--- config.mk ---
export PLATFORM = sky130hd
export DESIGN_NAME = motor_cmd_sequencer
export DESIGN_NICKNAME = d
export VERILOG_FILES = /design/src/rtl/motor_cmd_sequencer.sv
export SDC_FILE = /design/constraint.sdc
export NUM_CORES = 1
export LEC_CHECK = 0
export CELL_PAD_IN_SITES_DETAIL_PLACEMENT = 2
export CELL_PAD_IN_SITES_GLOBAL_PLACEMENT = 2
export CORE_MARGIN = 2
export CORE_UTILIZATION = 42
export CTS_BUF_LIST = sky130_fd_sc_hd__clkbuf_4 sky130_fd_sc_hd__clkbuf_8
export DETAILED_ROUTE_END_ITERATION = 8
export PLACE_DENSITY = 0.91
export SLEW_MARGIN = 20
export SYNTH_ARGS = -nofsm -noshare
export SYNTH_HDL_FRONTEND = slang
export SYNTH_SLANG_ARGS = --single-unit
--- constraint.sdc ---
create_clock -name clk -period 2.8 [get_ports clk]
set_input_delay 0.56 -clock clk [delete_from_list [all_inputs] [get_ports clk]]
set_output_delay 0.56 -clock clk [all_outputs]
set_load 0.02 [all_outputs]
--- src/rtl/motor_cmd_sequencer.sv ---
// Switch-driven motor command sequencer: synchronises and debounces the switches,
// slews the PWM duty at a fixed rate and inserts ramp-down/dead time on direction changes.
module motor_cmd_sequencer #(
   parameter int RAMP_DIV      = 1000000,
   parameter int DEAD_CYCLES   = 5000000,
   parameter int STABLE_CYCLES = 1000000
) (
   input  logic       clk,
   input  logic       rst_n,
   input  logic [7:0] sw,
   input  logic       estop,
   output logic [5:0] duty,
   output logic [3:0] tank_dir,
   output logic       busy
);

   localparam int PW = $clog2(RAMP_DIV);
   localparam int DW = $clog2(DEAD_CYCLES + 1);
   localparam int SW = $clog2(STABLE_CYCLES + 1);
   localparam logic [PW-1:0] PRESC_LAST = PW'(RAMP_DIV - 1);
   localparam logic [DW-1:0] DEAD_LOAD  = DW'(DEAD_CYCLES);
   localparam logic [SW-1:0] STAB_LAST  = SW'(STABLE_CYCLES - 1);

   typedef enum logic [1:0] {ST_DEAD, ST_RUN, ST_RAMP_DOWN} state_t;

   logic [7:0]    r_sw_s1, r_sw_s2, r_sw_prev, r_sw_f;
   logic [SW-1:0] r_stab_cnt;
   logic          r_es_s1, r_es_s2;
   logic [PW-1:0] r_presc;
   state_t        r_state;
   logic [DW-1:0] r_dead_cnt;
   logic [5:0]    r_duty;
   logic [1:0]    r_active_dir;
   logic [3:0]    r_tank_dir;
   logic          r_busy;

   state_t        w_state_next;
   logic [DW-1:0] w_dead_next;
   logic [5:0]    w_duty_next;
   logic [1:0]    w_dir_next;
   logic [3:0]    w_tank_next;
   logic          w_busy_next;
   logic          w_tick;
   logic          w_estop;
   logic [1:0]    w_f_dir;
   logic [5:0]    w_f_speed;

   function automatic logic [3:0] map_dir(input logic [1:0] d);
      case (d)
         2'b00:   map_dir = 4'b1001;
         2'b01:   map_dir = 4'b0110;
         2'b10:   map_dir = 4'b1010;
         default: map_dir = 4'b0101;
      endcase
   endfunction

   assign w_tick    = (r_presc == PRESC_LAST);
   assign w_estop   = r_es_s2;
   assign w_f_dir   = r_sw_f[7:6];
   assign w_f_speed = r_sw_f[5:0];

   // Input conditioning and the free-running ramp prescaler.
   always_ff @(posedge clk or negedge rst_n) begin
      if (!rst_n) begin
         r_sw_s1    <= '0;
         r_sw_s2    <= '0;
         r_sw_prev  <= '0;
         r_sw_f     <= '0;
         r_stab_cnt <= '0;
         r_es_s1    <= 1'b0;
         r_es_s2    <= 1'b0;
         r_presc    <= '0;
      end else begin
         r_sw_s1   <= sw;
         r_sw_s2   <= r_sw_s1;
         r_sw_prev <= r_sw_s2;
         // Counter saturates once the value is accepted; re-copying the same value is harmless.
         if (r_sw_s2 != r_sw_prev) begin
            r_stab_cnt <= '0;
         end else if (r_stab_cnt == STAB_LAST) begin
            r_sw_f <= r_sw_s2;
         end else begin
            r_stab_cnt <= r_stab_cnt + 1'b1;
         end
         r_es_s1 <= estop;
         r_es_s2 <= r_es_s1;
         r_presc <= w_tick ? '0 : r_presc + 1'b1;
      end
   end

   always_ff @(posedge clk or negedge rst_n) begin
      if (!rst_n) begin
         r_state      <= ST_DEAD;
         r_dead_cnt   <= DEAD_LOAD;
         r_duty       <= '0;
         r_active_dir <= '0;
         r_tank_dir   <= 4'b0000;
         r_busy       <= 1'b1;
      end else begin
         r_state      <= w_state_next;
         r_dead_cnt   <= w_dead_next;
         r_duty       <= w_duty_next;
         r_active_dir <= w_dir_next;
         r_tank_dir   <= w_tank_next;
         r_busy       <= w_busy_next;
      end
   end

   always_comb begin
      w_state_next = r_state;
      w_dead_next  = r_dead_cnt;
      w_duty_next  = r_duty;
      w_dir_next   = r_active_dir;
      if (w_estop) begin
         w_state_next = ST_DEAD;
         w_dead_next  = DEAD_LOAD;
         w_duty_next  = '0;
      end else begin
         case (r_state)
            ST_DEAD: begin
               w_duty_next = '0;
               // The decrement to zero coincides with leaving DEAD, giving exactly DEAD_CYCLES clocks off.
               if (r_dead_cnt <= DW'(1)) begin
                  w_state_next = ST_RUN;
                  w_dir_next   = w_f_dir;
                  w_dead_next  = '0;
               end else begin
                  w_dead_next = r_dead_cnt - 1'b1;
               end
            end
            ST_RUN: begin
               if (w_f_dir != r_active_dir) begin
                  w_state_next = ST_RAMP_DOWN;
               end else if (w_tick) begin
                  if (r_duty < w_f_speed) begin
                     w_duty_next = r_duty + 1'b1;
                  end else if (r_duty > w_f_speed) begin
                     w_duty_next = r_duty - 1'b1;
                  end
               end
            end
            ST_RAMP_DOWN: begin
               if (r_duty == '0) begin
                  w_state_next = ST_DEAD;
                  w_dead_next  = DEAD_LOAD;
               end else if (w_f_dir == r_active_dir) begin
                  w_state_next = ST_RUN;
               end else if (w_tick) begin
                  w_duty_next = r_duty - 1'b1;
               end
            end
            default: begin
               w_state_next = ST_DEAD;
               w_dead_next  = DEAD_LOAD;
               w_duty_next  = '0;
            end
         endcase
      end
      w_busy_next = (w_state_next != ST_RUN);
      w_tank_next = (w_state_next == ST_DEAD) ? 4'b0000 : map_dir(w_dir_next);
   end

   assign duty     = r_duty;
   assign tank_dir = r_tank_dir;
   assign busy     = r_busy;

endmodule
==> insert_results.sql <==
INSERT INTO impl_metrics (metric_group, metric, value, unit) VALUES
('status', 'result_of_the_run', 'complete, no violations', ''),
('worst_setup_path', 'cp_top_family', 'simple AND/OR/NAND/NOR gates', ''),
('timing', 'fin_setup_tns', '0', 'ps'),
('route', 'drt_pass1_iterations', '4', ''),
('hold_path', 'holdCritPathClass', 'primary input to async pin', ''),
('worst_setup_path', 'timing.critical_path.depth', '9', ''),
('timing', 'final_min_period_over_clock_period', '93.8', '%'),
('worst_setup_path', 'cp.arrival', '2960', 'ps'),
('worst_setup_path', 'critPathBufInv', '2', ''),
('worst_setup_path', 'crit_required', '3130', 'ps'),
('grt', 'globalRouteTotalUtil', '22.9', '%'),
('timing', 'max_slew_margin', '66.8', '%'),
('worst_setup_path', 'setup.worst_path.start_class', 'flip-flop', ''),
('floorplan', 'top_level_ports', '22', ''),
('layout', 'finalNetCount', '602', ''),
('power', 'pwr_density_cell', '466', 'nW/um2'),
('logic_synthesis', 'post-synth-top-area-fraction', '46.3', '%'),
('power', 'swShare', '25.7', '%'),
('worst_setup_path', 'rr_endpoint', 'r_dead_cnt[22]', ''),
('worst_setup_path', 'cp_slowest_stage_delay', '470', 'ps'),
('clock_tree', 'tritoncts', 'done', ''),
('job', 'cap_violations', '0', ''),
('logic_synthesis', 'synth_cell_type_count', '67', ''),
('timing', 'timing.final.setup_violations', '0', ''),
('logic_synthesis', 'synth_area', '5570', 'um2'),
('logic_synthesis', 'synth_cells', '545', ''),
('logic_synthesis', 'yosysWarningCount', '0', ''),
('timing', 'fmax', '381', 'MHz'),
('worst_setup_path', 'worst_setup_path_startpoint', 'duty[0]', ''),
('clock_tree', 'post_cts_hold_buffer_count', '0', ''),
('route', 'drt_iter0_markers', '261', ''),
('worst_setup_path', 'crit_chain', 'inv_1, ha_1, or3b_4, o31a_1, o21bai_2, buf_12, nand2_1, or3_1, o2bb2ai_1', ''),
('floorplan', 'die_area', '14200', 'um2'),
('logic_synthesis', 'most_common_cell_in_the_synthesized_netlist', 'dfrtp_1', ''),
('grt', 'grt_first_pass_wirelength', '25600', 'um'),
('logic_synthesis', 'synthesis.area_per_instance', '10.2', 'um2'),
('clock_tree', 'clock_latency', '400', 'ps'),
('route', 'routedWlPerCell', '20.2', 'um'),
('grt', 'grt_busiest_layer', 'met2', ''),
('timing', 'final_min_period', '2630', 'ps'),
('grt', 'grt_start_max_net_pins', '59', ''),
('floorplan', 'initial_utilization', '42.5', '%'),
('timing', 'skew', '16.0', 'ps'),
('power', 'peakVddDrop', '0.000414', 'V'),
('layout', 'insertedDiodeCount', '0', ''),
('power', 'p_leak', '2.57', 'nW'),
('logic_synthesis', 'area_leader_netlist', 'dfrtp_1', ''),
('worst_setup_path', 'crit-reg2reg-launch', 'duty[0]', ''),
('route', 'dr_total_vias', '4192', ''),
('logic_synthesis', 'mappedNetlistNets', '572', ''),
('logic_synthesis', 'synthTopCellsByArea', 'dfrtp_1 46%, xnor2_1 5.0%, xor2_1 4.4%', ''),
('place', 'hpwl_reported_at_the_end_of_detailed_placement', '10900', 'um'),
('floorplan', 'die_x', '119', 'um'),
('timing', 'rsz0062_at_grt', 'no', ''),
('timing', 'timing.final.max_slew_violations', '0', ''),
('timing', 'finalHoldViolations', '0', ''),
('layout', 'fraction_of_layout_cells_with_a_size_suffix_above_1', '11.0', '%'),
('place', 'gp_congestion', '0.845', ''),
('logic_synthesis', 'synth_seq_area_share', '50.6', '%'),
('clock_tree', 'ctsLongestPathBuffers', '2', ''),
('timing', 'timing.hold.ws', '79.2', 'ps'),
('route', 'postRouteWirelength', '15300', 'um'),
('place', 'place.detailed.instances', '737', ''),
('worst_setup_path', 'ff2ff_path_depth', '9', ''),
('worst_setup_path', 'timing.reg2reg.setup_slack', '170', 'ps'),
('worst_setup_path', 'timing.critical_path.fanout_max', '20', ''),
('route', 'avgViaCountPerCell', '5.54', ''),
('power', 'p_seq_share', '59.1', '%'),
('grt', 'grt_use_met1', '28.5', '%'),
('power', 'total_switching_power', '0.746', 'mW'),
('grt', 'globalRouteMet3Util', '3.88', '%');
## worst min path at each step
stage	start	end	slack (ps)	cells past startpoint
floorplan	rst_n	duty[0]	260	0
global route	rst_n	r_sw_prev[0]	90	1
detailed placement	r_sw_s1[1]	r_sw_s2[1]	340	0
finish	rst_n	r_sw_f[1]	80	1
global placement	r_sw_s1[5]	r_sw_s2[5]	340	0
CTS	rst_n	r_sw_prev[0]	90	1
## sequential cells by signal, indices dropped and copies added (netlist names)
| signal | count |
|---|---|
| r_sw_s1 | 8 |
| r_stab_cnt | 20 |
| r_sw_f | 8 |
| r_sw_prev | 8 |
| r_es_s2 | 1 |
| r_es_s1 | 1 |
| r_state | 2 |
| duty | 6 |
| r_sw_s2 | 8 |
| tank_dir | 4 |
| r_active_dir | 2 |
| r_presc | 20 |
| busy | 1 |
| r_dead_cnt | 23 |
## worst register-to-register path, stage by stage (launching register included)
cell	delay, ps
dfrtp_1	470
inv_1	130
ha_1	210
or3b_4	440
o31a_1	350
o21bai_2	200
buf_12	190
nand2_1	110
or3_1	330
o2bb2ai_1	140
## placed cells by master, fill, tap and decap left out, drive strengths merged, types with 3 or more instances in the layout
cell           Yosys  layout
a21oi             20      20
a31oi              5       5
and2               3       3
and3              10      10
and4               5       5
buf                7      16
clkbuf            10       9
clkdlybuf4s50      0      20
clkinv             0       4
dfrtp            103     103
dfstp              9       9
ha                16      16
inv               23      23
mux2               5       5
mux2i              4       4
nand2             44      44
nand2b             6       6
nand3             24      24
nand4             10      10
nand4b             3       3
nor2              60      60
nor2b              4       4
nor3              23      23
nor3b              3       3
nor4               8       8
nor4b              4       4
o21ai             26      26
o21bai             3       3
o22ai              3       3
o31ai              5       5
or2                3       3
or3                9       9
or4                3       3
xnor2             32      32
xor2              28      28
## power by group through the flow
| stage | Clock (mW) | Sequential [mW] | Combinational [mW] |
|---|---|---|---|
| finish | 0.999 | 1.72 | 0.189 |
| floorplan | 0 | 1.73 | 0.112 |
| detailed placement | 0 | 1.75 | 0.193 |
| global route | 1.09 | 1.73 | 0.215 |
| CTS | 1.04 | 1.72 | 0.194 |
| global placement | 0 | 1.74 | 0.178 |
## cell type report
class                      instances  area, um2
fill                            1326       6860
sequential                       112       2810
multi-input combinational        393       2570
timing repair buffer              36        345
tap                              176        220
clock buffer                       9        124
inverter                          23       86.3
clock inverter                     7       72.6
## kinds of logic (layout without fill, tap and decap cells)
group           count (synthesis)  count (layout)  synth area share [%]
flops                         112             112                  50.6
buf+inv                        40              75                  3.39
xor+xnor                       60              60                  9.44
mux                             9               9                  1.80
fa+ha+maj                      16              16                  3.60
compound gates                 83              83                  9.76
simple gates                  225             225                  21.4
## per-stage QoR
step	cell area, um2	setup slack [ps]	util, %	power [mW]
global placement	6010	341	45.9	1.92
CTS	6200	113	47.4	2.95
finish	6230	173	47.6	2.91
global route	6230	51.6	47.6	3.03
floorplan	5570	482	-	1.84
detailed placement	6010	141	45.9	1.94
## per-layer routing
layer	vias up	part of all wire, %
met1	2159	42
met2	58	53
met4	0	2.2
met3	26	2.6
met5	-	0
li1	1949	-
## what timing repair did
action | 4_1_cts | 5_1_grt
buffers inserted | 0 | 3
resized for setup | 0 | 1
setup endpoints to repair | 0 | 4
Power figures use the tool's default switching activity.
